### src/rtl/pulse_level_driver.sv
// ----------------------------------------------------------------------------
// pulse_level_driver
//
// Turns single-cycle request pulses back into timed output levels. Every
// cycle pulse_in is high counts as one request; requests wait in a saturating
// pending counter and each one produces exactly HOLD_CYCLES of level_out high,
// followed by at least GAP_CYCLES low before the next queued level starts.
//
// Parameters:
//   HOLD_CYCLES  cycles level_out is high per request (>= 1)
//   GAP_CYCLES   minimum low cycles between consecutive levels (0 allowed)
//   PEND_W       pending counter width; at most 2**PEND_W-1 requests queue
//   TMR_W        timer width; must hold max(HOLD_CYCLES, GAP_CYCLES)-1
//
// Ports:
//   Clk        in   1       clock, all state updates on the rising edge
//   Rst        in   1       asynchronous, active-high reset
//   pulse_in   in   1       request strobe; each high cycle is one request
//   level_out  out  1       held output level, registered
//   busy       out  1       high while a level/gap is running or requests wait
//   pending    out  PEND_W  queued requests that have not started yet
//   overflow   out  1       sticky flag: a request was dropped at saturation
//
// Build option:
//   OVF_FLAG_EN  when defined, overflow is set on the edge a request is
//                dropped and holds until Rst. When undefined, overflow is
//                tied low and drops are silent.
// ----------------------------------------------------------------------------
module pulse_level_driver #(
    parameter int HOLD_CYCLES = 4,
    parameter int GAP_CYCLES  = 2,
    parameter int PEND_W      = 2,
    parameter int TMR_W       = 8
) (
    input  logic              Clk,
    input  logic              Rst,
    input  logic              pulse_in,
    output logic              level_out,
    output logic              busy,
    output logic [PEND_W-1:0] pending,
    output logic              overflow
);

    typedef enum logic [1:0] {
        IDLE = 2'd0,
        HOLD = 2'd1,
        GAP  = 2'd2
    } state_t;

    localparam logic [TMR_W-1:0]  HOLD_LOAD = TMR_W'(HOLD_CYCLES - 1);
    // With no gap this load value is never used; clamp it so it stays legal.
    localparam logic [TMR_W-1:0]  GAP_LOAD  = TMR_W'((GAP_CYCLES > 0) ? GAP_CYCLES - 1 : 0);
    localparam logic [PEND_W-1:0] PEND_MAX  = '1;
    localparam logic [PEND_W-1:0] PEND_ONE  = PEND_W'(1);

    state_t            state;
    state_t            state_nxt;
    logic [TMR_W-1:0]  timer;
    logic [TMR_W-1:0]  timer_nxt;
    logic [PEND_W-1:0] pending_nxt;
    logic              start;   // a queued request begins its level this edge
    logic              drop;    // a request arrives with nowhere to go

    // ------------------------------------------------------------------------
    // Next-state logic. A level can only start from a request already counted
    // in pending, so a pulse sampled on this edge never starts on this edge.
    // ------------------------------------------------------------------------
    always_comb begin
        // NOTE: every output of a combinational block gets a default first;
        // any path that skips an assignment would otherwise infer a latch.
        state_nxt = state;
        timer_nxt = timer;
        start     = 1'b0;

        unique case (state)
            IDLE: begin
                if (pending != '0) begin
                    state_nxt = HOLD;
                    timer_nxt = HOLD_LOAD;
                    start     = 1'b1;
                end
            end

            HOLD: begin
                if (timer != '0) begin
                    timer_nxt = timer - 1'b1;
                end else if (GAP_CYCLES > 0) begin
                    state_nxt = GAP;
                    timer_nxt = GAP_LOAD;
                end else if (pending != '0) begin
                    // No gap: chain straight into the next level, output stays high.
                    state_nxt = HOLD;
                    timer_nxt = HOLD_LOAD;
                    start     = 1'b1;
                end else begin
                    state_nxt = IDLE;
                end
            end

            GAP: begin
                if (timer != '0) begin
                    timer_nxt = timer - 1'b1;
                end else if (pending != '0) begin
                    state_nxt = HOLD;
                    timer_nxt = HOLD_LOAD;
                    start     = 1'b1;
                end else begin
                    state_nxt = IDLE;
                end
            end

            default: begin
                state_nxt = IDLE;
                timer_nxt = '0;
            end
        endcase
    end

    // ------------------------------------------------------------------------
    // Pending counter: +1 per request, -1 per start, unchanged when both
    // happen together. A request that would push past PEND_MAX is dropped;
    // a simultaneous start frees a slot, so that case is not a drop.
    // ------------------------------------------------------------------------
    always_comb begin
        drop        = pulse_in && !start && (pending == PEND_MAX);
        pending_nxt = pending;
        unique case ({pulse_in, start})
            2'b10:   pending_nxt = drop ? pending : pending + PEND_ONE;
            2'b01:   pending_nxt = pending - PEND_ONE;
            default: pending_nxt = pending;
        endcase
    end

    // ------------------------------------------------------------------------
    // State registers. level_out is registered from the next state so it is
    // glitch-free and aligned with the HOLD state itself.
    // ------------------------------------------------------------------------
    // NOTE: the reset is asynchronous so level_out drops the moment Rst rises,
    // without waiting for a clock edge.
    always_ff @(posedge Clk or posedge Rst) begin
        if (Rst) begin
            state     <= IDLE;
            timer     <= '0;
            pending   <= '0;
            level_out <= 1'b0;
        end else begin
            // NOTE: sequential state uses non-blocking assignments so every
            // register samples pre-edge values regardless of statement order.
            state     <= state_nxt;
            timer     <= timer_nxt;
            pending   <= pending_nxt;
            level_out <= (state_nxt == HOLD);
        end
    end

    assign busy = (state != IDLE) || (pending != '0);

`ifdef OVF_FLAG_EN
    always_ff @(posedge Clk or posedge Rst) begin
        if (Rst) begin
            overflow <= 1'b0;
        end else if (drop) begin
            overflow <= 1'b1;
        end
    end
`else
    assign overflow = 1'b0;
`endif

endmodule

### config.mk
export PLATFORM = sky130hd
export DESIGN_NAME = pulse_level_driver
export DESIGN_NICKNAME = d
export VERILOG_FILES = /design/src/rtl/pulse_level_driver.sv
export SDC_FILE = /design/constraint.sdc
export NUM_CORES = 1
export LEC_CHECK = 0
export BUFFER_PORTS_ARGS = -buffer_cell sky130_fd_sc_hd__buf_2
export CAP_MARGIN = 20
export CORE_UTILIZATION = 25
export CTS_BUF_LIST = sky130_fd_sc_hd__clkbuf_2
export DETAILED_ROUTE_END_ITERATION = 8
export GPL_TIMING_DRIVEN = 0
export RECOVER_POWER = 100
export SLEW_MARGIN = 5
export SYNTH_ARGS = -nofsm -noshare
export SYNTH_HDL_FRONTEND = slang
export SYNTH_SLANG_ARGS = --single-unit
### constraint.sdc
create_clock -name Clk -period 1.72 [get_ports Clk]
set_input_delay 0.172 -clock Clk [delete_from_list [all_inputs] [get_ports Clk]]
set_output_delay 0.172 -clock Clk [all_outputs]
set_load 0.01 [all_outputs]
==> impl_results.md <==
- DRT Pass-1 Iters: 4
- Sink Count: 13
- Pleak: 0.000441 uW
- Synth Flop Type: dfrtp_1
- Syn Nets: 91
- Die W: 58.2 um
- CP max-delay cell: or4b_4
- Critical Path Max Stage Delay: 0.54 ns
- Setup tns final: -0.251 ns
- Synthesized area per cell: 9.09 um^2
- Failing checks: setup timing
- Largest area contributor in the netlist: dfrtp_1
- Critical path fanouts, max: 6
- Routed vias/inst: 4.72
- Top-area cell type share of the netlist area: 0.411
- Post-synthesis mux area share: 0
- Layout area overhead: 28.6%
- PnR worst setup slack: -0.0754 ns
- Slew HR: 0.642
- Site Rows: 20
- Max Freq: 0.557 GHz
- Clock Skews: 0.00975 ns
- Seq pwr share: 0.304
- Mapped Cells: 87
- Routability cong.: 0.779
- Fin. max-slew vios: 0
- CTS root buf: clkbuf_2
- Post-route ant nets: 0
- Min-Delay Path Class: in2reg
- # IOs: 8
- EDFF count, synth: 0
- Initial antenna violation count: 0
- Final wirelength: 1740 um
- Critical Path RT: 1.95 ns
- Number of global-route vias before repair: 659
- RSZ-0062 raised after global routing: true
- Fin nets: 109
- Clk buf depth: 2
- Internal power: 1030 uW
- Outcome: finished, violations left
- Switching Fraction: 0.439
- DR iter-0 viols: 32
- Layout cells sized above 1: 0.317
- CTS tree: done
- TritonCTS Buffers: 3
- Top cells by area, synth: dfrtp_1 (41%), a21oi_1 (3.8%), nor3_1 (3.8%)
- Detailed-route DRC error count: 0
- Yosys cell types: 36
- Compound-gate portion of the synthesized area: 0.250
- Post-synthesis simple-gate area fraction: 0.245
- Port bufs: 6
- Final Cycle Share: 1.04
- Crit path launch type: flop
- Critical path capture point type: flop
- Worst slew pin tran: 0.537 ns
- Diode count: 0
- Hold slack final: 0.164 ns
- Synth Area in XOR/XNOR: 0.0222
- Post-route cell area: 0.00102 mm^2
- Largest family of logic cells by synthesized area: compound AO/OA/AOI/OAI gates
- Max VDD drop: 527 uV
- Core Area: 0.00303 mm^2
- Final setup fails: 7
- Die area: 0.00339 mm^2
- Max_cap viols: 0
- Flops & latches, synth: 13
- CP Data Arrival Time: 2.03 ns
- Dpl hpwl: 1180 um
- Area of the mapped netlist: 791 um^2
- Insertion delay to the later sink of the worst-skew pair: 0.29 ns
- DR WL/cell: 11.8 um
- Combinational group share of total power: 0.606
- Critical path class: reg2reg
- Sw Pwr: 808 uW
- Placed Area: 896 um^2
- Final hold violation count: 0
- Post-synthesis sequential area ratio: 0.411
- GRT overflow: 0
- Async SR Flop Fraction: 1.00
- Tmin final: 1.80 ns
- Clock transition at path regs: 0.13 ns
- H-tree depth: 1
- GR Util All Layers: 0.113
- Sequence of cells on the critical path: inv_2 > ha_4 > or4b_4 > or3_4 > a21oi_2 > a21o_1
- Routed via count: 699
- Largest net degree at the start of global routing: 14
- Die Y: 58.2 um
- Synth Warn #: 0
- First-pass GRT wire length: 2900 um
- Starting density of the core: 0.261
- Post-Synth Adder-Cell Area: 0.0158
- Share of total power in the clock network: 0.090
- Power Dens Cells: 1810 mW/mm^2
power by group through the flow:
stage               logic, uW  registers [uW]  clock network, uW
CTS                      1040             557                170
global placement          889             550                  0
global route             1230             579                182
finish                   1120             560                166
detailed placement        908             558                  0
floorplan                 735             542                  0
layout by cell type (no fill, tap or decap), types with 2 or more instances in the layout:
master,Yosys,layout
nor3_1,6,5
or3_1,4,3
buf_4,1,5
dfrtp_1,13,13
inv_2,0,2
a21oi_2,0,2
buf_2,2,5
and2_1,3,3
buf_6,0,2
clkbuf_1,0,2
inv_1,6,4
a21oi_1,6,4
nand3b_1,2,2
clkbuf_2,0,5
a221oi_2,1,2
o21ai_4,1,2
o21ai_0,5,4
a21o_1,2,2
nand2_1,3,3
nor2_1,7,6
nand2b_1,4,4
xor2_1,2,2
what timing repair did:
action | 4_1_cts | 5_1_grt
hold buffers | 1 | 0
gates resized for setup | 5 | 9
buffers inserted | 5 | 1
setup endpoints to repair | 12 | 11
pin swaps | 4 | 9
gates cloned | 0 | 0
endpoints found under the hold margin | 13 | 0
metal layers:
| metal | track usage | wire length [um] | up-vias |
|---|---|---|---|
| met1 | 0.141 | 828 | 336 |
| met3 | 0.0134 | 37 | 5 |
| li1 | - | - | 348 |
| met2 | 0.190 | 843 | 10 |
| met5 | 0 | 0 | - |
| met4 | 0.0612 | 33 | 0 |
path summary, 6_finish.rpt:
| kind | slack (ns) | end | cells after the start | startpoint |
|---|---|---|---|---|
| worst min-delay path | 0.16 | pending[1]$_DFFE_PP0P_ | 3 | pulse_in |
| worst max register to register | -0.08 | timer[6]$_DFF_PP0_ | 6 | timer[0]$_DFF_PP0_ |
| worst max-delay path | -0.08 | timer[6]$_DFF_PP0_ | 6 | timer[0]$_DFF_PP0_ |
| max in group asynchronous | 0.91 | timer[4]$_DFF_PP0_ | 3 | Rst |
| min in group asynchronous | 0.44 | pending[0]$_DFFE_PP0P_ | 3 | Rst |
| worst min register to register | 0.59 | timer[7]$_DFF_PP0_ | 2 | timer[7]$_DFF_PP0_ |
cells by family after synthesis:
logic type / count (synthesis)
adder cells (fa/ha/maj): 1
XOR/XNOR: 2
other: 1
buffers and inverters: 9
AO/OA/AOI/OAI: 27
AND/OR/NAND/NOR: 34
flip-flops: 13
synthesized netlist by cell type, types with 2 or more instances:
library cell / instances
nand3b_1: 2
a21oi_1: 6
and2_1: 3
dfrtp_1: 13
nor3_1: 6
buf_2: 2
nand2_1: 3
or3_1: 4
xor2_1: 2
nand2b_1: 4
inv_1: 6
nor2_1: 7
o21ai_0: 5
a21o_1: 2
metrics by stage:
| stage | utilization | power, uW | cells | setup slack [ns] |
|---|---|---|---|---|
| 2_1_floorplan | - | 1280 | 87 | 0.0137 |
| 3_3_place_gp | 0.296 | 1440 | 137 | -0.177 |
| 3_5_place_dp | 0.296 | 1470 | 137 | -0.180 |
| 4_1_cts | 0.324 | 1770 | 147 | -0.0467 |
| 5_1_grt | 0.336 | 1990 | 148 | -0.119 |
| 6_report | 0.336 | 1840 | 148 | -0.0754 |
sequential cells by signal (all words and copies together) (netlist names):
signal and cells:
level_out 1, timer 8, pending 2, state 2
critical path: cells and delay by family (launching register included):
family | cells | cell delay (ns)
flops | 1 | 0.42
simple gates | 2 | 0.90
buf+inv | 1 | 0.08
fa+ha+maj | 1 | 0.14
compound gates | 2 | 0.21
area by class of cell:
class	instances	area (um^2)
well taps	44	55.1
fillers	319	2010
inverters	6	22.5
plain buffers	3	17.5
clock buffers	4	20.0
repair buffers	13	90.1
multi-input cells	65	487
flip-flops and latches	13	325
Power figures use the tool's default switching activity.
